`src/rtl/rounding_unit_pkg.sv`:
```
// rtl/rounding_unit_pkg.sv - shared types and default widths for the rounding unit
package rounding_unit_pkg;

  typedef enum logic [1:0] {
    STICKY_ADDMUL,
    STICKY_REM,
    STICKY_F2I,
    STICKY_REM_ACC
  } sticky_mode_t;

  localparam int DEF_FRAC_WIDTH     = 49;
  localparam int DEF_REM_WIDTH      = 27;
  localparam int DEF_ADDMUL_BITS    = 22;
  localparam int DEF_F2I_BITS       = 15;
  localparam int DEF_TAG_WIDTH      = 8;
  localparam int DEF_BEAT_CNT_WIDTH = 4;

endpackage

```
`src/rtl/rounding_unit_sticky_pipe_if.sv`:
```
// rtl/rounding_unit_sticky_pipe_if.sv - beat input and result output handshake bundle
interface rounding_unit_sticky_pipe_if
  import rounding_unit_pkg::*;
#(
  parameter int FRAC_WIDTH     = DEF_FRAC_WIDTH,
  parameter int REM_WIDTH      = DEF_REM_WIDTH,
  parameter int TAG_WIDTH      = DEF_TAG_WIDTH,
  parameter int BEAT_CNT_WIDTH = DEF_BEAT_CNT_WIDTH
);

  logic                      in_valid;
  logic                      in_ready;
  sticky_mode_t              in_mode;
  logic                      in_last;
  logic [FRAC_WIDTH-1:0]     in_fraction;
  logic [REM_WIDTH-1:0]      in_remainder;
  logic [TAG_WIDTH-1:0]      in_tag;
  logic                      out_valid;
  logic                      out_ready;
  logic                      out_guard;
  logic                      out_sticky;
  logic [BEAT_CNT_WIDTH-1:0] out_beats;
  logic [TAG_WIDTH-1:0]      out_tag;

  modport master (
    output in_valid, in_mode, in_last, in_fraction, in_remainder, in_tag, out_ready,
    input  in_ready, out_valid, out_guard, out_sticky, out_beats, out_tag
  );

  modport slave (
    input  in_valid, in_mode, in_last, in_fraction, in_remainder, in_tag, out_ready,
    output in_ready, out_valid, out_guard, out_sticky, out_beats, out_tag
  );

endinterface

```
`src/rtl/rounding_unit_sticky_reduce.sv`:
```
// rtl/rounding_unit_sticky_reduce.sv - mode-muxed guard/sticky reduction of one beat
module rounding_unit_sticky_reduce
  import rounding_unit_pkg::*;
#(
  parameter int FRAC_WIDTH  = DEF_FRAC_WIDTH,
  parameter int REM_WIDTH   = DEF_REM_WIDTH,
  parameter int ADDMUL_BITS = DEF_ADDMUL_BITS,
  parameter int F2I_BITS    = DEF_F2I_BITS
) (
  input  sticky_mode_t          mode,
  input  logic [FRAC_WIDTH-1:0] fraction,
  input  logic [REM_WIDTH-1:0]  remainder,
  output logic                  guard,
  output logic                  sticky
);

  // Fraction bits above the widest reduction window never affect the result.
  logic unused_fraction;
  assign unused_fraction = ^fraction;

  always_comb begin
    guard  = fraction[0];
    sticky = |remainder;
    unique case (mode)
      STICKY_ADDMUL: begin
        guard  = fraction[ADDMUL_BITS];
        sticky = |fraction[ADDMUL_BITS-1:0];
      end
      STICKY_F2I: begin
        guard  = fraction[F2I_BITS];
        sticky = |fraction[F2I_BITS-1:0];
      end
      default: ;
    endcase
  end

endmodule

```
`src/rtl/rounding_unit_sticky_pipe.sv`:
```
// rtl/rounding_unit_sticky_pipe.sv - registered guard/sticky stage with remainder accumulation
module rounding_unit_sticky_pipe
  import rounding_unit_pkg::*;
#(
  parameter int FRAC_WIDTH     = DEF_FRAC_WIDTH,
  parameter int REM_WIDTH      = DEF_REM_WIDTH,
  parameter int ADDMUL_BITS    = DEF_ADDMUL_BITS,
  parameter int F2I_BITS       = DEF_F2I_BITS,
  parameter int TAG_WIDTH      = DEF_TAG_WIDTH,
  parameter int BEAT_CNT_WIDTH = DEF_BEAT_CNT_WIDTH
) (
  input logic                        clk,
  input logic                        reset_n,
  input logic                        flush,
  rounding_unit_sticky_pipe_if.slave bus
);

  logic                      beat_guard;
  logic                      beat_sticky;
  logic                      acc_sticky;
  logic [BEAT_CNT_WIDTH-1:0] beat_cnt;
  logic [BEAT_CNT_WIDTH-1:0] beat_cnt_inc;
  logic                      out_valid_q;
  logic                      out_guard_q;
  logic                      out_sticky_q;
  logic [BEAT_CNT_WIDTH-1:0] out_beats_q;
  logic [TAG_WIDTH-1:0]      out_tag_q;
  logic                      fire;
  logic                      is_acc;
  logic                      load_out;
  logic                      acc_fire;

  rounding_unit_sticky_reduce #(
    .FRAC_WIDTH (FRAC_WIDTH),
    .REM_WIDTH  (REM_WIDTH),
    .ADDMUL_BITS(ADDMUL_BITS),
    .F2I_BITS   (F2I_BITS)
  ) u_reduce (
    .mode     (bus.in_mode),
    .fraction (bus.in_fraction),
    .remainder(bus.in_remainder),
    .guard    (beat_guard),
    .sticky   (beat_sticky)
  );

  // A stalled output also freezes the accumulator, since no beat is accepted.
  assign bus.in_ready  = !flush && (!out_valid_q || bus.out_ready);
  assign fire          = bus.in_valid && bus.in_ready;
  assign is_acc        = (bus.in_mode == STICKY_REM_ACC);
  assign load_out      = fire && (!is_acc || bus.in_last);
  assign acc_fire      = fire && is_acc;
  assign beat_cnt_inc  = (&beat_cnt) ? beat_cnt : beat_cnt + 1'b1;

  always_ff @(posedge clk or negedge reset_n) begin
    if (!reset_n) begin
      out_valid_q  <= 1'b0;
      out_guard_q  <= 1'b0;
      out_sticky_q <= 1'b0;
      out_beats_q  <= '0;
      out_tag_q    <= '0;
      acc_sticky   <= 1'b0;
      beat_cnt     <= '0;
    end else if (flush) begin
      out_valid_q  <= 1'b0;
      out_guard_q  <= 1'b0;
      out_sticky_q <= 1'b0;
      out_beats_q  <= '0;
      out_tag_q    <= '0;
      acc_sticky   <= 1'b0;
      beat_cnt     <= '0;
    end else begin
      if (load_out) begin
        out_valid_q  <= 1'b1;
        out_guard_q  <= beat_guard;
        out_sticky_q <= is_acc ? (acc_sticky | beat_sticky) : beat_sticky;
        out_beats_q  <= is_acc ? beat_cnt_inc : BEAT_CNT_WIDTH'(1);
        out_tag_q    <= bus.in_tag;
      end else if (bus.out_ready) begin
        out_valid_q  <= 1'b0;
      end
      if (acc_fire) begin
        if (bus.in_last) begin
          acc_sticky <= 1'b0;
          beat_cnt   <= '0;
        end else begin
          acc_sticky <= acc_sticky | beat_sticky;
          beat_cnt   <= beat_cnt_inc;
        end
      end
    end
  end

  assign bus.out_valid  = out_valid_q;
  assign bus.out_guard  = out_guard_q;
  assign bus.out_sticky = out_sticky_q;
  assign bus.out_beats  = out_beats_q;
  assign bus.out_tag    = out_tag_q;

endmodule

```
`src/flat_wrapper.sv`:
```
// flat-port wrapper written by rule: the top's interface ports become plain ports
module rounding_unit_sticky_pipe_flat import rounding_unit_pkg::*;
#(
  parameter int FRAC_WIDTH     = DEF_FRAC_WIDTH,
  parameter int REM_WIDTH      = DEF_REM_WIDTH,
  parameter int ADDMUL_BITS    = DEF_ADDMUL_BITS,
  parameter int F2I_BITS       = DEF_F2I_BITS,
  parameter int TAG_WIDTH      = DEF_TAG_WIDTH,
  parameter int BEAT_CNT_WIDTH = DEF_BEAT_CNT_WIDTH
)
  (clk, reset_n, flush, bus_in_valid, bus_in_mode, bus_in_last, bus_in_fraction, bus_in_remainder, bus_in_tag, bus_out_ready, bus_in_ready, bus_out_valid, bus_out_guard, bus_out_sticky, bus_out_beats, bus_out_tag);
  rounding_unit_sticky_pipe_if #(.FRAC_WIDTH(FRAC_WIDTH), .REM_WIDTH(REM_WIDTH), .TAG_WIDTH(TAG_WIDTH), .BEAT_CNT_WIDTH(BEAT_CNT_WIDTH)) bus_i ();
  input logic clk;
  input logic reset_n;
  input logic flush;
  input wire logic [$bits(bus_i.in_valid)-1:0] bus_in_valid;
  input wire logic [$bits(bus_i.in_mode)-1:0] bus_in_mode;
  input wire logic [$bits(bus_i.in_last)-1:0] bus_in_last;
  input wire logic [$bits(bus_i.in_fraction)-1:0] bus_in_fraction;
  input wire logic [$bits(bus_i.in_remainder)-1:0] bus_in_remainder;
  input wire logic [$bits(bus_i.in_tag)-1:0] bus_in_tag;
  input wire logic [$bits(bus_i.out_ready)-1:0] bus_out_ready;
  output wire logic [$bits(bus_i.in_ready)-1:0] bus_in_ready;
  output wire logic [$bits(bus_i.out_valid)-1:0] bus_out_valid;
  output wire logic [$bits(bus_i.out_guard)-1:0] bus_out_guard;
  output wire logic [$bits(bus_i.out_sticky)-1:0] bus_out_sticky;
  output wire logic [$bits(bus_i.out_beats)-1:0] bus_out_beats;
  output wire logic [$bits(bus_i.out_tag)-1:0] bus_out_tag;
  assign bus_i.in_valid = bus_in_valid;
  assign bus_i.in_mode = bus_in_mode;
  assign bus_i.in_last = bus_in_last;
  assign bus_i.in_fraction = bus_in_fraction;
  assign bus_i.in_remainder = bus_in_remainder;
  assign bus_i.in_tag = bus_in_tag;
  assign bus_i.out_ready = bus_out_ready;
  assign bus_in_ready = bus_i.in_ready;
  assign bus_out_valid = bus_i.out_valid;
  assign bus_out_guard = bus_i.out_guard;
  assign bus_out_sticky = bus_i.out_sticky;
  assign bus_out_beats = bus_i.out_beats;
  assign bus_out_tag = bus_i.out_tag;
  rounding_unit_sticky_pipe #(.FRAC_WIDTH(FRAC_WIDTH), .REM_WIDTH(REM_WIDTH), .ADDMUL_BITS(ADDMUL_BITS), .F2I_BITS(F2I_BITS), .TAG_WIDTH(TAG_WIDTH), .BEAT_CNT_WIDTH(BEAT_CNT_WIDTH)) u_core (.clk(clk), .reset_n(reset_n), .flush(flush), .bus(bus_i));
endmodule
```
`config.mk`:
```
export PLATFORM = sky130hd
export DESIGN_NAME = rounding_unit_sticky_pipe_flat
export DESIGN_NICKNAME = d
export VERILOG_FILES = /design/src/rtl/rounding_unit_pkg.sv /design/src/rtl/rounding_unit_sticky_pipe_if.sv /design/src/rtl/rounding_unit_sticky_reduce.sv /design/src/rtl/rounding_unit_sticky_pipe.sv /design/src/flat_wrapper.sv
export SDC_FILE = /design/constraint.sdc
export NUM_CORES = 1
export LEC_CHECK = 0
export BUFFER_PORTS_ARGS = -buffer_cell sky130_fd_sc_hd__buf_2
export CORE_ASPECT_RATIO = 1.5
export CORE_MARGIN = 1
export CORE_UTILIZATION = 40
export DETAILED_ROUTE_END_ITERATION = 10
export PLACE_DENSITY = 0.86
export SETUP_SLACK_MARGIN = 0.02
export SYNTH_ARGS = -nofsm -noshare
export SYNTH_HDL_FRONTEND = slang
export SYNTH_HIERARCHICAL = 1
export SYNTH_SLANG_ARGS = --single-unit
```
`constraint.sdc`:
```
create_clock -name clk -period 4.1 [get_ports clk]
set_clock_uncertainty 0.15 [all_clocks]
set_input_delay 0.82 -clock clk [delete_from_list [all_inputs] [get_ports clk]]
set_output_delay 0.82 -clock clk [all_outputs]
set_load 0.05 [all_outputs]
```
# == Yosys cells after proc, flatten, opt, wreduce, memory -nomap -nowiden ==
# Cells that the tools add are included.
# op_classes
reduce_logical,17
add_sub_neg,1
mux,22
n_eq_ne,2
bitwise,1
# ops
operator,count
$mux W4,7
$reduce_or A27 Y1,1
$reduce_or A22 Y1,1
$mux W8,2
$reduce_or A15 Y1,1
$mux W1,11
$add A4 B1 Y4 const B,1
$eq A2 B2 Y1 const B,2
$logic_and A1 B1 Y1,4
$pmux W1 S2,2
$reduce_and A4 Y1,1
$reduce_bool A2 Y1,2
$logic_not A1 Y1,3
$reduce_bool A3 Y1,1
$logic_not A2 Y1,1
$logic_or A1 B1 Y1,2
$or A1 B1 Y1,1
# totals
inputBits,92
out_inout_bits,16
wordCells,50
regBits,20

# == Depth between registers and ports, before layout ==
# Gate-level depths: netlist (run 1).
# depth
depth_word,7
depth_mapped,5
ltp_nobuf,5

# == Hierarchy ==
# The synthesis (run 1) kept the hierarchy.
# modules_own_cells
module,cells_per_inst,n_inst,seq_area_each_um2,area_each_um2
rounding_unit_sticky_pipe,92,1,500.5,1074.8
rounding_unit_sticky_reduce,21,1,0.0,132.6

# == Worst setup path before layout (run 1) ==
# No wires, ideal clock.
# synth_path
path_kind,input to output
start,in flush
end,out bus_in_ready
path_slack_ps,1369
stages,3
arrival_ps,1761
path_buffers,2
required_time_ps,3130
cell_sequence,buf_6 > buf_2 > nor2_1
# synth_between
elab_chain_cells,2
# synth_rtl
item,line,source
"start, declared",flat_wrapper.sv:15,input logic flush;
$logic_not A1 Y1,rounding_unit_sticky_pipe.sv:47,assign bus.in_ready = !flush && (!out_valid_q || bus.out_ready);
$logic_and A1 B1 Y1,rounding_unit_sticky_pipe.sv:47,
"end, declared",flat_wrapper.sv:23,output wire logic [$bits(bus_i.in_ready)-1:0] bus_in_ready;
# No other way between the ends.

# == Final worst setup path (run 1) ==
# layout_path
start,in bus_out_ready
end,out bus_in_ready
# layout_between
elab_chain_cells,2
# layout_rtl
item,line,source
"start, declared",flat_wrapper.sv:22,input wire logic [$bits(bus_i.out_ready)-1:0] bus_out_ready;
$logic_or A1 B1 Y1,rounding_unit_sticky_pipe.sv:47,
$logic_and A1 B1 Y1,rounding_unit_sticky_pipe.sv:47,
# No other way between the ends.

==> metrics.md, run 1 <==
| Metric | Value |
|---|---|
| Crit path kind | in2out |
| Setup ws final | 1.66 ns |
| Hold Vio Cnt, Final | 0 |
| CTS tree | yes |
| Initial Util | 41.9% |
| Cell with the most instances after synthesis | dfrtp_1 |
| Most common library cells after synthesis | dfrtp_1, nor4_1, mux2_4 |
| Sink Count | 20 |
| CTS Hold Bufs | 0 |
| H-tree depth | 1 |
| Core area | 2880 um^2 |
| Crit path DAT | 1.47 ns |
| Dpl cells | 229 |
| Hold Path Class | in2async |
| Min cycle time layout | 2.44 ns |
| Worst Setup Start Kind | input pin |
| Slew Limit Fails | 0 |
| Worst-Margin Slew | 0.453 ns |
| Synth area leaders | dfrtp_1, mux2_4, nor4_1 |
| Multi-input logic area | 649 um^2 |
| Syn avg cell area | 10.7 um^2 |
| Post-Syn Instances | 113 |
| Vias in the first global route | 1,170 |
| I/O pins | 108 |
| Area share of the largest cell type after synthesis | 41.5% |
| Wire length on met2 | 1.70 mm |
| # Post-CTS Setup Buffers | 0 |
| Setup_tns | 0 ns |
| Worst-case headroom to the max-slew limit | 69.5% |
| Critical Path End Type | primary output |
| Seq/Total Area, Yosys | 41.5% |
| Yosys reg bits | 20 |
| Main synth FF type | dfrtp_1 |
| Power Density | 276 nW/um^2 |
| ANT nets after route | 0 |
| RSZ-0062 raised after global routing | false |
| Req. time, crit path | 3.13 ns |
| Final HPWL DP | 2.67 mm |
| Synth Net Count | 206 |
| Clock buffer depth | 2 |
| Status | finished clean |
| Global-route wire length before repair | 5.01 mm |
| CP peak stage delay | 0.26 ns |
| Layout cells sized above 1 | 49.2% |
| Die area | 3250 um^2 |
| Met1 WL | 1.28 mm |
| Place WS | 1.65 ns |
| Initial antenna violation count | 0 |
| Syn. warnings | 6 |
| Crit path top cell by count | buf_2 |
| Max_cap viols | 0 |
| GRT Overall Usage | 21.7% |
| Worst-skew pair later-pin latency | 0.25 ns |
| Wire length per cell | 14.5 um |
| Die Width | 46.9 um |
| WL met3 | 331 um |
| Worst VDD drop | 0.000210 V |
| GPL Wtd Cong | 0.789 |
| Vias post-DR | 1,275 |
| Total congestion overflow | 0 |
| Clk root buf | clkbuf_8 |
| Synth async-reset ratio | 100% |
| Final setup fails | 0 |
| Total area of sequential cells | 500 um^2 |
| Dominant cell type by area after synthesis | dfrtp_1 |
| Post-DR vias/cell | 5.50 |
| Final period util | 59.6% |
| Filler instances | 280 |
| WL final | 3.36 mm |
| Fin cells | 232 |
| Crit-path cells | buf_2 > nor2b_1 > nor2_1 > buf_2 |
| Slowest cell on crit path | nor2b_1 |
| Fmax | 0.409 GHz |
| I/O Buffers | 81 |
| Rows | 24 |
| Iteration-0 DRC count of the detailed router | 9 |
| Pin count of the biggest net entering global routing | 21 |
| CTS buffer count | 3 |
| Post-cts sizing count | 0 |
| Diode count | 0 |
| Post-Syn Area | 1210 um^2 |
| Leakage power | 0.883 nW |
| Highest routed layer | met4 |
| Number of synthesized flops with an enable pin | 0 |
| DRC | 0 |
| Fin nets | 288 |
| Area growth, synth to finish | 38.1% |
| Die height | 69.3 um |
| Worst-path clk slew | 0.06 ns |
| Crit path max fanout | 4 |
| Netlist cell types | 41 |
| Drt pass-1 iters | 5 |
==> cells by family (layout without fill, tap and decap cells) <==
family / Yosys count / after routing / share of synthesized area, %
buffers and inverters: 10 / 90 / 4.77
multiplexers: 11 / 11 / 12.0
AO/OA/AOI/OAI: 22 / 22 / 13.2
AND/OR/NAND/NOR: 48 / 48 / 26.8
XOR/XNOR: 1 / 1 / 0.726
adder cells (fa/ha/maj): 1 / 1 / 1.04
flip-flops: 20 / 20 / 41.5
==> placed cells by master, fill, tap and decap left out, drive strengths merged, types with 2 or more instances in the layout <==
cell type   n
nor4       11
and3        2
nand4       6
nor2b       4
nor3        2
nand2b      3
nand2       4
o32ai       4
inv         6
o31ai       2
nand3       4
clkbuf      3
dfrtp      20
buf        81
o21ai       3
a21oi       4
nand3b      2
and2b       5
mux2        7
mux2i       4
==> report_power, final <==
part / switching [mW] / leakage [nW] / total [mW] / internal, mW
logic: 0.0742 / 0.591 / 0.123 / 0.0492
registers: 0.00534 / 0.271 / 0.212 / 0.207
clock network: 0.0588 / 0.0216 / 0.124 / 0.0654
==> per-stage QoR <==
step | hold slack [ns] | utilization, % | power [mW] | cell area, um^2
2_1_floorplan | 0.374 | - | 0.288 | 1210
3_3_place_gp | 0.370 | 56.4 | 0.338 | 1630
3_5_place_dp | 0.387 | 56.4 | 0.340 | 1630
4_1_cts | 0.364 | 57.9 | 0.465 | 1670
5_1_grt | 0.379 | 57.9 | 0.485 | 1670
6_report | 0.346 | 57.9 | 0.460 | 1670
==> final timing paths <==
check,start,end,cells after the start,slack [ns]
setup / recovery,bus_out_ready,bus_in_ready,4,1.66
hold / removal,reset_n,u_core/bus.out_beats[2]$_DFFE_PN0P_,1,0.35
setup reg to reg,u_core/beat_cnt[0]$_DFFE_PN0P_,u_core/beat_cnt[1]$_DFFE_PN0P_,4,2.50
hold reg to reg,u_core/bus.out_beats[2]$_DFFE_PN0P_,u_core/bus.out_beats[2]$_DFFE_PN0P_,2,0.39
max in group asynchronous,reset_n,u_core/bus.out_valid$_DFFE_PN0P_,1,3.15
min in group clk,u_core/bus.out_beats[2]$_DFFE_PN0P_,u_core/bus.out_beats[2]$_DFFE_PN0P_,2,0.39
==> area by class of cell <==
cell class | instances | share of cell area, %
clock buffer | 3 | 2.48
inverter | 6 | 1.35
multi-input combinational | 83 | 38.9
sequential | 20 | 30.0
tap | 39 | 2.93
timing repair buffer | 81 | 24.3
==> sequential cells by signal (all words and copies together) (netlist names) <==
| signal | cells |
|---|---|
| u_core/beat_cnt | 4 |
| u_core/bus.out_sticky | 1 |
| u_core/bus.out_tag | 8 |
| u_core/bus.out_beats | 4 |
| u_core/acc_sticky | 1 |
| u_core/bus.out_guard | 1 |
| u_core/bus.out_valid | 1 |
==> critical path, delay by kind of cell <==
kind	cells	cell delay (ns)
buffers and inverters	2	0.32
AND/OR/NAND/NOR	2	0.33
==> routing by layer <==
metal,vias to the layer above,track usage [%]
met5,-,0
met4,0,7.62
met3,5,3.13
met2,80,38.1
met1,592,25.2
li1,598,-
Power figures use the tool's default switching activity.
==> inputs of run 2 (changes only) <==
- ABC_AREA: not set -> 1
- CORE_UTILIZATION: 40 -> 34
- PLACE_DENSITY: 0.86 -> 0.78
- clock period: 4.1 -> 2.1 ns (I/O delays scaled with it)
==> metrics.md, run 2 <==
| Metric | Value |
|---|---|
| Critical Path End Type | primary output |
| Placed instance area | 1650 um^2 |
| CTS buffer count | 3 |
| Diode count | 0 |
| Hold Vio Cnt, Final | 0 |
| R2R Path End | u_core/bus.out_beats[3]$_DFFE_PN0P_ |
| Multi-input logic area | 644 um^2 |
| Crit path DAT | 1.14 ns |
| Area growth, synth to finish | 42.8% |
| Drt pass-1 iters | 4 |
| Total area of sequential cells | 500 um^2 |
| Netlist cell types | 19 |
| Post-DR vias/cell | 4.70 |
| Final setup fails | 0 |
| Int Pwr | 0.739 mW |
| Syn. warnings | 6 |
| Fmax | 0.585 GHz |
| Post-Syn Area | 1210 um^2 |
| Hold EP | u_core/bus.out_tag[2]$_DFFE_PN0P_ |
| Most common library cell in the layout ignoring fill and taps | buf_2 |
| RSZ-0062 raised after global routing | false |
| Worst-case headroom to the max-slew limit | 67.6% |
| Power Density | 593 nW/um^2 |
| Crit path kind | reg2out |
| Area share of the largest cell type after synthesis | 41.2% |
| Cell with the most instances after synthesis | nand2_1 |
| Vias post-DR | 1,437 |
| Initial Util | 35.5% |
| Filler instances | 365 |
| FF-to-FF path depth | 5 |
| Flop pwr share | 40.2% |
| Most common library cells after synthesis | nand2_1, nor2_1, nand3_1 |
| Wire length per cell | 10.0 um |
| Crit path max fanout | 3 |
| Worst-skew pair later-pin latency | 0.26 ns |
| Total congestion overflow | 0 |
| WL final | 3.07 mm |
| Leakage power | 1.01 nW |
| Status | finished clean |
| Switch share | 28.1% |
| Comb power frac | 22.8% |
| Min cycle time layout | 1.71 ns |
| Number of flip-flops in the largest register | 8 |
| GRT Overall Usage | 16.4% |
| Core area | 3420 um^2 |
| Clk root buf | clkbuf_8 |
| Clk network pwr share | 37.0% |
| Seq/Total Area, Yosys | 41.2% |
| I/O Buffers | 81 |
| Dominant cell type by area after synthesis | dfrtp_1 |
| Slowest cell on crit path | dfrtp_1 |
| Synth area leaders | dfrtp_1, nand2_1, nand3_1 |
| Die height | 75.2 um |
| Die Width | 50.8 um |
| Worst Setup Start Kind | flop |
| Reg2Reg Setup Slack | 0.62 ns |
| Iteration-0 DRC count of the detailed router | 21 |
| Fin cells | 306 |
| Layout cells sized above 1 | 37.1% |
| Yosys reg bits | 20 |
| GPL Wtd Cong | 0.929 |
| Pin count of the biggest net entering global routing | 23 |
| Setup_tns | 0 ns |
| Syn avg cell area | 6.71 um^2 |
| Req. time, crit path | 1.53 ns |
| Main synth FF type | dfrtp_1 |
| Hold_sp | bus_in_tag[2] |
| CTS tree | yes |
| R2r startpoint | u_core/bus.out_valid$_DFFE_PN0P_ |
| Hold Path Class | in2reg |
| Worst VDD drop | 0.000318 V |
| Final HPWL DP | 2.46 mm |
| Clock buffer depth | 2 |
| Synth async-reset ratio | 100% |
| H-tree depth | 1 |
| Max_cap viols | 0 |
| Die area | 3820 um^2 |
| Cell area after layout | 1730 um^2 |
| Post-Syn Instances | 181 |
| Fin nets | 358 |
| Crit-path cells | a21oi_2 > buf_2 |
| Synth Net Count | 274 |
| Dpl cells | 301 |
| Power consumption | 1.03 mW |
| Initial antenna violation count | 0 |
| Hold depth | 3 |
| Sink Count | 20 |
| ANT nets after route | 0 |
| Worst-path clk slew | 0.08 ns |
| Worst-Margin Slew | 0.486 ns |
| Commonest non-fill, non-tap cells in the layout | buf_2, nand2_1, nor2_1 |
| # Post-CTS Setup Buffers | 0 |
| Global-route wire length before repair | 4.80 mm |
| I/O pins | 108 |
| DRC | 0 |
| CP peak stage delay | 0.41 ns |
| Final period util | 81.3% |
| Net Sw Power | 0.288 mW |
| Number of synthesized flops with an enable pin | 0 |
| Slew Limit Fails | 0 |
| Rows | 26 |
| Vias in the first global route | 1,241 |
run 2: what timing repair did:
action / in CTS / in global routing
hold buffers: 1 / 0
resized for setup: 0 / 0
hold endpoints to repair: 20 / 0
run 2: critical path: cells and delay by family (launching register included):
family / cells / cell delay, ns
flops: 1 / 0.41
buf+inv: 1 / 0.29
compound gates: 1 / 0.19
run 2: how the worst max path moves through the flow:
| stage | from | end | slack [ns] |
|---|---|---|---|
| global route | u_core/bus.out_valid$_DFFE_PN0P_ | bus_in_ready | 0.33 |
| global placement | flush | u_core/acc_sticky$_DFFE_PN0P_ | 0.50 |
| CTS | u_core/bus.out_valid$_DFFE_PN0P_ | bus_in_ready | 0.38 |
| detailed placement | bus_out_ready | u_core/bus.out_beats[3]$_DFFE_PN0P_ | 0.47 |
| floorplan | u_core/bus.out_valid$_DFFE_PN0P_ | u_core/bus.out_beats[0]$_DFFE_PN0P_ | 0.14 |
| finish | u_core/bus.out_valid$_DFFE_PN0P_ | bus_in_ready | 0.39 |
run 2: area by class of cell:
class                      instances  area share (%)
clock inverter                     1            1.73
sequential                        20            28.9
multi-input combinational        146            37.2
clock buffer                       3            2.38
timing repair buffer              83            24.4
inverter                          11            2.38
tap                               42            3.03
run 2: power by group through the flow:
stage,combinational (mW),sequential (mW),clock (mW)
global route,0.257,0.415,0.403
floorplan,0.0695,0.484,0
global placement,0.232,0.420,0
finish,0.234,0.413,0.380
detailed placement,0.235,0.420,0
CTS,0.237,0.413,0.387
run 2: logic make-up after synthesis:
| family | share of synthesized area (%) |
|---|---|
| adder cells (fa/ha/maj) | 1.03 |
| AND/OR/NAND/NOR | 48.9 |
| buffers and inverters | 5.67 |
| flip-flops | 41.2 |
| AO/OA/AOI/OAI | 3.20 |
run 2: metrics by stage:
stage | hold WS, ns | utilization, % | worst slack (ns)
final | 0.207 | 50.7 | 0.392
after global routing | 0.212 | 50.7 | 0.334
after detailed placement | 0.240 | 48.4 | 0.472
after CTS | 0.204 | 50.7 | 0.383
after floorplan | -0.0256 | - | 0.142
after global placement | 0.243 | 48.4 | 0.500
run 2: layer usage:
| metal | global-route usage [%] | vias to the layer above | routed length, um |
|---|---|---|---|
| li1 | - | 743 | - |
| met1 | 16.9 | 620 | 1150 |
| met2 | 32.1 | 74 | 1670 |
| met3 | 2.63 | 0 | 247 |
| met4 | 6.79 | 0 | 0 |
| met5 | 0 | - | 0 |
==> inputs of run 3 (changes only) <==
- CORE_UTILIZATION: 34 -> 37
- PLACE_DENSITY: 0.78 -> 0.8
- clock period: 2.1 -> 1.58 ns (I/O delays scaled with it)
==> metrics.md, run 3 (synthesis results as in run 2) <==
| Metric | Value |
|---|---|
| FF-to-FF path depth | 7 |
| Leakage power | 1.02 nW |
| Wire length per cell | 9.91 um |
| Worst path top cell family by delay | flip-flops |
| Hold Vio Cnt, Final | 0 |
| Drt pass-1 iters | 4 |
| Die Width | 48.8 um |
| Max_cap viols | 0 |
| Worst-case headroom to the max-slew limit | 70.0% |
| CP Buf/Inv Count | 1 |
| CP peak stage delay | 0.43 ns |
| Clk root buf | clkbuf_8 |
| Initial antenna violation count | 0 |
| Fin nets | 361 |
| Area growth, synth to finish | 44.0% |
| Power consumption | 1.26 mW |
| Commonest non-fill, non-tap cells in the layout | buf_2, nand2_1, nor2_1 |
| GPL Wtd Cong | 0.811 |
| Cell area after layout | 1750 um^2 |
| Final HPWL DP | 2.40 mm |
| Pin count of the biggest net entering global routing | 21 |
| Comb power frac | 25.4% |
| Critical Path End Type | primary output |
| Most common library cell in the layout ignoring fill and taps | buf_2 |
| Core area | 3130 um^2 |
| Final setup fails | 0 |
| Reg2Reg Setup Slack | 0.21 ns |
| Crit path max fanout | 3 |
| Net Sw Power | 0.387 mW |
| Slowest cell on crit path | dfrtp_2 |
| Worst-Margin Slew | 0.449 ns |
| WL final | 3.04 mm |
| Fmax | 0.664 GHz |
| Hold Path Class | in2reg |
| Number of flip-flops in the largest register | 8 |
| Clock buffer depth | 2 |
| I/O Buffers | 81 |
| I/O pins | 108 |
| Final period util | 95.4% |
| H-tree depth | 1 |
| Sink Count | 20 |
| Int Pwr | 0.874 mW |
| Slew Limit Fails | 0 |
| Power Density | 722 nW/um^2 |
| Crit path kind | reg2out |
| Vias in the first global route | 1,244 |
| Post-DR vias/cell | 4.67 |
| Iteration-0 DRC count of the detailed router | 38 |
| GRT Overall Usage | 18.1% |
| Placed instance area | 1680 um^2 |
| Vias post-DR | 1,433 |
| Hold_sp | bus_in_tag[7] |
| Crit path DAT | 1.04 ns |
| # Post-CTS Setup Buffers | 0 |
| Hold depth | 3 |
| CTS buffer count | 3 |
| Hold EP | u_core/bus.out_tag[7]$_DFFE_PN0P_ |
| Total congestion overflow | 0 |
| Switch share | 30.7% |
| Setup_tns | 0 ns |
| Diode count | 0 |
| Crit-path cells | a21oi_4 > buf_4 |
| Filler instances | 327 |
| Die height | 72.1 um |
| Worst-path clk slew | 0.07 ns |
| Worst VDD drop | 0.000326 V |
| Clk network pwr share | 31.0% |
| Fin cells | 307 |
| ANT nets after route | 0 |
| Worst-skew pair later-pin latency | 0.26 ns |
| Final core utilization | 55.9% |
| CTS tree | yes |
| Min cycle time layout | 1.51 ns |
| R2R Path End | u_core/beat_cnt[0]$_DFFE_PN0P_ |
| Status | finished clean |
| Rows | 25 |
| Req. time, crit path | 1.11 ns |
| RSZ-0062 raised after global routing | false |
| Global-route wire length before repair | 4.93 mm |
| Layout cells sized above 1 | 38.2% |
| Initial Util | 38.8% |
| DRC | 0 |
| Die area | 3520 um^2 |
| Dpl cells | 302 |
| R2r startpoint | u_core/beat_cnt[0]$_DFFE_PN0P_ |
| Flop pwr share | 43.6% |
| Worst Setup Start Kind | flop |
-- run 3: changes by cell type in the layout (fill, tap and decap cells not counted), sizes merged --
cell	delta
buf	+3
bufinv	-1
clkbuf	+1
-- run 3: routing by layer --
| metal | up-vias | GRT usage, % | wire length [um] |
|---|---|---|---|
| li1 | 753 | - | - |
| met2 | 76 | 35.0 | 1580 |
| met5 | - | 0 | 0 |
| met3 | 4 | 1.68 | 218 |
| met4 | 0 | 9.80 | 47 |
| met1 | 600 | 18.9 | 1200 |
-- run 3: how the worst max path moves through the flow --
stage                                           startpoint                                   to  cells after the start  slack (ns)
after detailed placement                    bus_in_mode[0]  u_core/bus.out_beats[3]$_DFFE_PN0P_                      7         0.1
after global placement                      bus_in_mode[0]  u_core/bus.out_beats[2]$_DFFE_PN0P_                      7        0.11
after global routing      u_core/bus.out_valid$_DFFE_PN0P_                         bus_in_ready                      2        0.03
final                     u_core/bus.out_valid$_DFFE_PN0P_                         bus_in_ready                      2        0.07
after CTS                 u_core/bus.out_valid$_DFFE_PN0P_                         bus_in_ready                      2        0.06
after floorplan           u_core/bus.out_valid$_DFFE_PN0P_  u_core/bus.out_beats[0]$_DFFE_PN0P_                      5       -0.06
-- run 3: what timing repair did --
action / CTS / global route
endpoints found under the hold margin: 20 / 0
gates resized for setup: 1 / 1
setup endpoints to repair: 1 / 2
hold buffers: 1 / 0
-- run 3: cell type report --
class	count	area [um^2]	share of cell area (%)
Timing Repair Buffer	86	448	25.6
Multi-Input combinational cell	146	652	37.3
Tap cell	40	50.0	2.86
Clock buffer	4	55.1	3.15
Sequential cell	20	502	28.7
Inverter	11	41.3	2.36
-- run 3: power groups by stage --
stage | Clock [mW] | Combinational, mW | Sequential [mW]
detailed placement | 0 | 0.319 | 0.560
CTS | 0.399 | 0.324 | 0.550
finish | 0.391 | 0.320 | 0.550
global route | 0.426 | 0.347 | 0.553
floorplan | 0 | 0.0940 | 0.645
global placement | 0 | 0.315 | 0.559
-- run 3: per-stage QoR --
step                      hold slack [ns]  setup WS, ns
after detailed placement            0.133        0.0958
after floorplan                    -0.130       -0.0639
final                               0.103        0.0730
after global routing               0.0964        0.0350
after CTS                          0.0988        0.0590
after global placement              0.135         0.107
-- run 3: tightest hold or removal path, cell delays in order --
cell and delay [ns]:
buf_2 0.07, nand2_1 0.04, nand2_1 0.05
